**src/rtl/md5_add_pipe.sv**
```systemverilog
// md5_add_pipe: pipelined modular adder for the MD5 round datapath.
// Each stage sums one CHUNK-bit slice of x + y plus the carry registered by
// the previous stage. The operand slices that are not yet summed move along
// beside the arithmetic in skew registers, and the sum grows one slice per stage.
// The last stage drives the outputs, so out_* always come from registers.
//
// state | meaning
// ------+---------------------------------------------------------------
// vld_q | per-stage occupancy; a stall freezes every stage, bubbles included
// skew  | high operand slices still waiting for their stage
// sum_q | low sum slices already computed, plus the chunk carry and the tag

module md5_add_pipe #(
  parameter int WIDTH = 32,
  parameter int CHUNK = 8,
  parameter int TAG_W = 4
) (
  input  logic             clk,
  input  logic             rst_n,
  input  logic             in_valid,
  output logic             in_ready,
  input  logic [WIDTH-1:0] in_x,
  input  logic [WIDTH-1:0] in_y,
  input  logic             in_ci,
  input  logic [TAG_W-1:0] in_tag,
  output logic             out_valid,
  input  logic             out_ready,
  output logic [WIDTH-1:0] out_sum,
  output logic             out_co,
  output logic [TAG_W-1:0] out_tag,
  output logic             busy
);

  // A zero CHUNK must not reach the divide; the check below rejects it anyway.
  localparam int CW     = (CHUNK > 0) ? CHUNK : 1;
  localparam int STAGES = WIDTH / CW;

  if ((CHUNK < 1) || ((WIDTH % CW) != 0) || (STAGES < 1)) begin : g_param_check
    $error("md5_add_pipe: WIDTH must be a non-zero multiple of CHUNK");
  end

  logic              advance;
  logic [STAGES-1:0] vld_q;
  logic [STAGES-1:0] vld_nxt;
  logic              busy_q;

  // The stall is global: one full output register freezes the whole pipe.
  assign advance  = !vld_q[STAGES-1] || out_ready;
  assign in_ready = advance;

  // Next occupancy: shift by one stage on advance, otherwise hold (bubbles too).
  always_comb begin
    vld_nxt = vld_q;
    if (advance) begin
      vld_nxt[0] = in_valid;
      for (int s = 1; s < STAGES; s++) begin
        vld_nxt[s] = vld_q[s-1];
      end
    end
  end

  // Occupancy and busy share one register step, so busy never lags the valid bits.
  always_ff @(posedge clk or negedge rst_n) begin
    if (!rst_n) begin
      vld_q  <= '0;
      busy_q <= 1'b0;
    end else begin
      vld_q  <= vld_nxt;
      busy_q <= |vld_nxt;
    end
  end

  for (genvar s = 0; s < STAGES; s++) begin : g_stage
    // RIN: operand bits that have not been summed when the operation enters this stage.
    localparam int RIN = WIDTH - s * CW;
    // LO: sum bits already completed by the earlier stages.
    localparam int LO  = s * CW;

    logic [RIN-1:0]     x_in;
    logic [RIN-1:0]     y_in;
    logic               c_in;
    logic               v_in;
    logic               load;
    logic [TAG_W-1:0]   tag_in;
    logic [CW:0]        part;
    logic [LO+CW-1:0]   sum_nxt;
    logic [LO+CW-1:0]   sum_q;
    logic               co_q;
    logic [TAG_W-1:0]   tag_q;

    if (s == 0) begin : g_head
      assign x_in    = in_x;
      assign y_in    = in_y;
      assign c_in    = in_ci;
      assign v_in    = in_valid;
      assign tag_in  = in_tag;
      assign sum_nxt = part[CW-1:0];
    end else begin : g_body
      assign x_in    = g_stage[s-1].g_skew.x_q;
      assign y_in    = g_stage[s-1].g_skew.y_q;
      assign c_in    = g_stage[s-1].co_q;
      assign v_in    = vld_q[s-1];
      assign tag_in  = g_stage[s-1].tag_q;
      assign sum_nxt = {part[CW-1:0], g_stage[s-1].sum_q};
    end

    // The lowest slice still pending is always at bit 0 of x_in and y_in.
    assign part = {1'b0, x_in[CW-1:0]} + {1'b0, y_in[CW-1:0]} + {{CW{1'b0}}, c_in};

    // Data registers update only when an operation moves in. A bubble entering
    // the stage leaves the previous result visible.
    assign load = advance && v_in;

    // Partial sum, chunk carry and tag advance together with their operation.
    always_ff @(posedge clk or negedge rst_n) begin
      if (!rst_n) begin
        sum_q <= '0;
        co_q  <= 1'b0;
        tag_q <= '0;
      end else if (load) begin
        sum_q <= sum_nxt;
        co_q  <= part[CW];
        tag_q <= tag_in;
      end
    end

    if (s < STAGES - 1) begin : g_skew
      logic [RIN-CW-1:0] x_q;
      logic [RIN-CW-1:0] y_q;

      // Operand slices not yet summed move one stage on, with the consumed slice dropped.
      always_ff @(posedge clk or negedge rst_n) begin
        if (!rst_n) begin
          x_q <= '0;
          y_q <= '0;
        end else if (load) begin
          x_q <= x_in[RIN-1:CW];
          y_q <= y_in[RIN-1:CW];
        end
      end
    end
  end

  assign out_valid = vld_q[STAGES-1];
  assign out_sum   = g_stage[STAGES-1].sum_q;
  assign out_co    = g_stage[STAGES-1].co_q;
  assign out_tag   = g_stage[STAGES-1].tag_q;
  assign busy      = busy_q;

endmodule

```
**config.mk**
```make
export PLATFORM = sky130hd
export DESIGN_NAME = md5_add_pipe
export DESIGN_NICKNAME = d
export VERILOG_FILES = /design/src/rtl/md5_add_pipe.sv
export SDC_FILE = /design/constraint.sdc
export NUM_CORES = 1
export LEC_CHECK = 0
export CORE_MARGIN = 1.5
export CORE_UTILIZATION = 50
export DETAILED_ROUTE_END_ITERATION = 10
export MAX_ROUTING_LAYER = met4
export PLACE_DENSITY_LB_ADDON = 0.3
export SLEW_MARGIN = 20
export SYNTH_ARGS = -nofsm -noshare
export SYNTH_HDL_FRONTEND = slang
export SYNTH_SLANG_ARGS = --single-unit
export TNS_END_PERCENT = 30
```
**constraint.sdc**
```tcl
create_clock -name clk -period 2.54 [get_ports clk]
set_clock_uncertainty 0.2 [all_clocks]
set_input_delay 0.508 -clock clk [delete_from_list [all_inputs] [get_ports clk]]
set_output_delay 0.508 -clock clk [all_outputs]
set_load 0.005 [all_outputs]
```
# Word-level counts from Yosys, hierarchy flattened
# Cells that the tools add are included.
[word_totals] reg_bits=201 output_inout_bits=40 input_bits=73
[classes] add_sub_neg=8 n_mux=1 n_reduce_logical=7
[ops] operator="$add A8 B8 Y9" n=4
[ops] operator="$add A9 B1 Y9" n=4
[ops] operator="$logic_and A1 B1 Y1" n=4
[ops] operator="$mux W4" n=1
[ops] operator="$reduce_or A4 Y1" n=1
[ops] operator="$logic_not A1 Y1" n=1
[ops] operator="$logic_or A1 B1 Y1" n=1

# Depth between registers and ports, before layout
[logic_depth] depth_word=4 mapped_depth=8 mapped_depth_nobuf=6

# Worst setup path before layout
# OpenSTA, ideal clock, no wires.
[synth_timing] path_type="input-to-reg" start="in in_x[0]" end="reg g_stage[0].co_q" setup_time_ps=124 n_path_buf=0 arrival_time_ps=2232 path_slack_ps=-16 cell_stages=6 path_cell_list="fa_1 > fa_1 > a21oi_1 > o21ai_0 > o31a_1 > o31a_1"
[synth_between] elab_chain_cells=2
[synth_rtl] item="start: declaration" line="22" rtl="input logic [WIDTH-1:0] in_x,"
[synth_rtl] item="$add A8 B8 Y9" line="108" rtl="assign part = {1'b0, x_in[CW-1:0]} + {1'b0, y_in[CW-1:0]} + {{CW{1'b0}}, c_in};"
[synth_rtl] item="$add A9 B1 Y9" line="108"
[synth_rtl] item="end signal: assignment" line="122" rtl="co_q <= part[CW];"
[synth_rtl] item="end: declaration" line="88" rtl="logic co_q;"
# No other way between the ends.
# A chain may end at the register's enable or synchronous reset.

# Final worst setup path
[layout_timing] start="in out_ready" end="out in_ready"
[layout_between] elab_chain_cells=1
[layout_rtl] item="start: declaration" line="27" rtl="input logic out_ready,"
[layout_rtl] item="$logic_or A1 B1 Y1" line="48" rtl="assign advance = !vld_q[STAGES-1] || out_ready;"
[layout_rtl] item="end: declaration" line="21" rtl="output logic in_ready,"
# No other way between the ends.

==> impl_metrics.py <==
metrics = {
    "logic_synthesis": {
        "ys_warn_count": 0,
        "synth_ff_type": "dfrtp_1",
        "syn_nets": 735,
        "ys_types": 43,
        "syn_inst": 626,
        "syn_area_um2": 8830,
        "synth-seq-cells": 201,
        "async_reset_ff_frac": 1.00,
        "synth_edf_count": 0,
        "synth_seq_area_share": 0.570,
        "avgSynthCellArea_um2": 14.1,
    },
    "placement": {
        "place_hpwl_um": 12500,
        "place.gp.congestion": 0.808,
        "post_dp_cell_area_um2": 10500,
        "io_buffers": 112,
    },
    "setup_path": {
        "crit_path_end_kind": "primary output",
        "cpMostUsedCell": "clkdlybuf4s50_1",
        "start_kind": "input pin",
        "max_stage_delay_ns": 0.48,
        "critical-path-slowest-cell": "clkdlybuf4s50_1",
        "crit_chain": "clkdlybuf4s50_1 -> nor2b_4 -> clkinv_4 -> clkdlybuf4s50_1",
        "crit_type": "input pin to primary output",
        "worstPathMaxFanout": 3,
        "cp.arrival_ns": 1.78,
        "required_ns": 1.83,
    },
    "grt": {
        "grt-ovfl-total": 0,
        "antenna_found_initial": 0,
        "grt_start_max_net_pins": 71,
        "grt_pass1_vias": 5989,
        "grt_first_pass_wirelength_um": 29200,
        "track_usage": 0.204,
    },
    "drt": {
        "routed_wirelength_um": 17600,
        "dr_total_vias": 5542,
        "via_per_inst": 5.45,
        "drc": 0,
        "detail_route.wl_per_cell_um": 17.3,
        "drtIter0Drc": 260,
        "firstDrtPassIters": 4,
        "ant_nets": 0,
    },
    "floorplanning": {
        "ios": 113,
        "die_x_um": 136,
        "coreArea_um2": 17300,
        "std_cell_rows": 48,
        "initial_core_util": 0.511,
        "dieHeight_um": 136,
        "dieArea_um2": 18500,
    },
    "timing": {
        "finalCritPeriodShare": 0.980,
        "fin_hold_ws_ns": 0.277,
        "hold_viol_final": 0,
        "max_slew_margin": 0.678,
        "worst-slew-pin-transition_ns": 0.482,
        "fin_crit_ns": 2.49,
        "max_freq_mhz": 402,
        "setup_viol": 0,
        "rsz0062_at_grt": "true",
        "tns_ns": 0,
        "maxSlewViolCount": 0,
    },
    "cells_and_area": {
        "final_area_um2": 11200,
        "insertedDiodeCount": 0,
        "nFillCells": 1229,
        "final_nets": 887,
        "mostFrequentLayoutCells": "dfrtp_1 (201), mux2_2 (168), clkdlybuf4s50_1 (111)",
        "multi_input_area_um2": 3620,
        "final_common_cell": "dfrtp_1",
        "fin_util": 0.648,
        "seq_area_um2": 5030,
        "area_delta_synth_final_pct": 27.0,
        "drive_above_1_share": 0.327,
    },
    "job": {
        "maxCapViolCount": 0,
    },
    "clock_network": {
        "cts-root-buf": "clkbuf_16",
        "clock-sinks": 201,
        "htreeDepth": 1,
        "cts.clk_slew.worst_paths_ns": 0.06,
        "worst_skew_pair.late_latency_ns": 0.49,
        "cts_made_buffers": 21,
        "clockBufferDepth": 3,
        "cts_tree": "yes",
    },
    "min_path": {
        "hp-class": "flop to flop",
    },
    "power": {
        "power_leakage_nw": 4.79,
        "p_per_area_nw_per_um2": 1270,
        "ir_drop_v": 0.000697,
    },
    "run_status": {
        "status": "finished, final reports clean",
    },
}
-- Yosys cell counts, drive strengths merged (3+ instances only) --
master	n	share of area
a21o	5	0.0043
a221oi	3	0.0037
mux2	168	0.21
nor4b	6	0.0060
ha	28	0.040
a21oi	7	0.0040
or4b	3	0.0034
xnor2	5	0.0050
fa	8	0.018
o211ai	12	0.010
nor2	10	0.0045
nand3b	3	0.0026
dfrtp	201	0.57
nor2b	5	0.0044
o21a	6	0.0051
o21ai	26	0.015
o31ai	12	0.010
a2111o	3	0.0038
or3	4	0.0028
nand2	31	0.015
nor3	4	0.0023
a211oi	11	0.0094
inv	15	0.0064
nand4	3	0.0021
o31a	10	0.0099
buf	23	0.018
o22a	3	0.0030
nand3	3	0.0017
-- final timing paths --
kind / from / end / slack, ns / depth (start not counted)
worst max register to register: g_stage[0].co_q / g_stage[1].co_q / 0.08 / 6
max in group asynchronous: rst_n / g_stage[1].g_skew.x_q[11] / 1.06 / 3
worst min register to register: g_stage[2].sum_q[21] / g_stage[2].sum_q[21] / 0.28 / 2
worst min-delay path: g_stage[2].sum_q[21] / g_stage[2].sum_q[21] / 0.28 / 2
min in group asynchronous: rst_n / out_sum[10] / 0.36 / 2
worst max-delay path: out_ready / in_ready / 0.05 / 4
-- metrics by stage --
stage               setup slack [ns]  instances  total power [mW]
finish                        0.0508       1016              14.3
global route                 0.00313       1016              15.3
CTS                           0.0123       1016              14.4
detailed placement            -0.487        979              11.5
global placement              -0.457        979              11.2
floorplan                     0.0162        626              9.20
-- registers in the layout (all words and copies together), names as in the netlist --
name,cells
g_stage.tag_q,12
out_sum,32
out_co,1
vld_q,4
out_tag,4
busy,1
g_stage.g_skew.x_q,48
g_stage.sum_q,48
g_stage.co_q,3
g_stage.g_skew.y_q,48
-- metal layers --
layer | wire [µm] | share of wire | track usage
met1 | 7860 | 0.45 | 0.259
met2 | 8720 | 0.50 | 0.346
met4 | 350 | 0.020 | 0.0402
met5 | 0 | 0 | -
met3 | 632 | 0.036 | 0.0358
-- cell type report --
type | instances | share of cell area
clock buffer | 29 | 0.0531
clock inverter | 7 | 0.00312
inverter | 16 | 0.00580
multi-input combinational | 385 | 0.323
sequential | 201 | 0.449
tap | 225 | 0.0251
timing repair buffer | 153 | 0.141
-- critical path: cells and delay by family --
| family | cells | cell delay [ns] |
|---|---|---|
| simple gates | 1 | 0.23 |
| buf+inv | 3 | 1.04 |
-- power by group --
group	switching, mW	leakage, nW	total, mW	internal [mW]
clock network	1.18	0.320	2.81	1.63
registers	0.810	2.38	5.47	4.66
logic	2.51	2.09	6.02	3.50
total	4.51	4.79	14.3	9.79
-- timing repair --
| item | CTS | global route |
|---|---|---|
| endpoints found under the hold margin | 54 | 0 |
| gates resized for setup | 5 | 6 |
| setup buffers | 0 | 0 |
| setup endpoints to repair | 4 | 6 |
| hold buffers | 1 | 0 |
-- cells by family (layout without fill, tap and decap cells) --
| logic type | after synthesis | in the layout | share of synthesized area |
|---|---|---|---|
| AND/OR/NAND/NOR | 75 | 75 | 0.0466 |
| buffers and inverters | 40 | 205 | 0.0255 |
| XOR/XNOR | 6 | 6 | 0.00595 |
| adder cells (fa/ha/maj) | 36 | 36 | 0.0578 |
| multiplexers | 168 | 168 | 0.214 |
| AO/OA/AOI/OAI | 100 | 100 | 0.0803 |
| flip-flops | 201 | 201 | 0.570 |
Power figures use the tool's default switching activity.
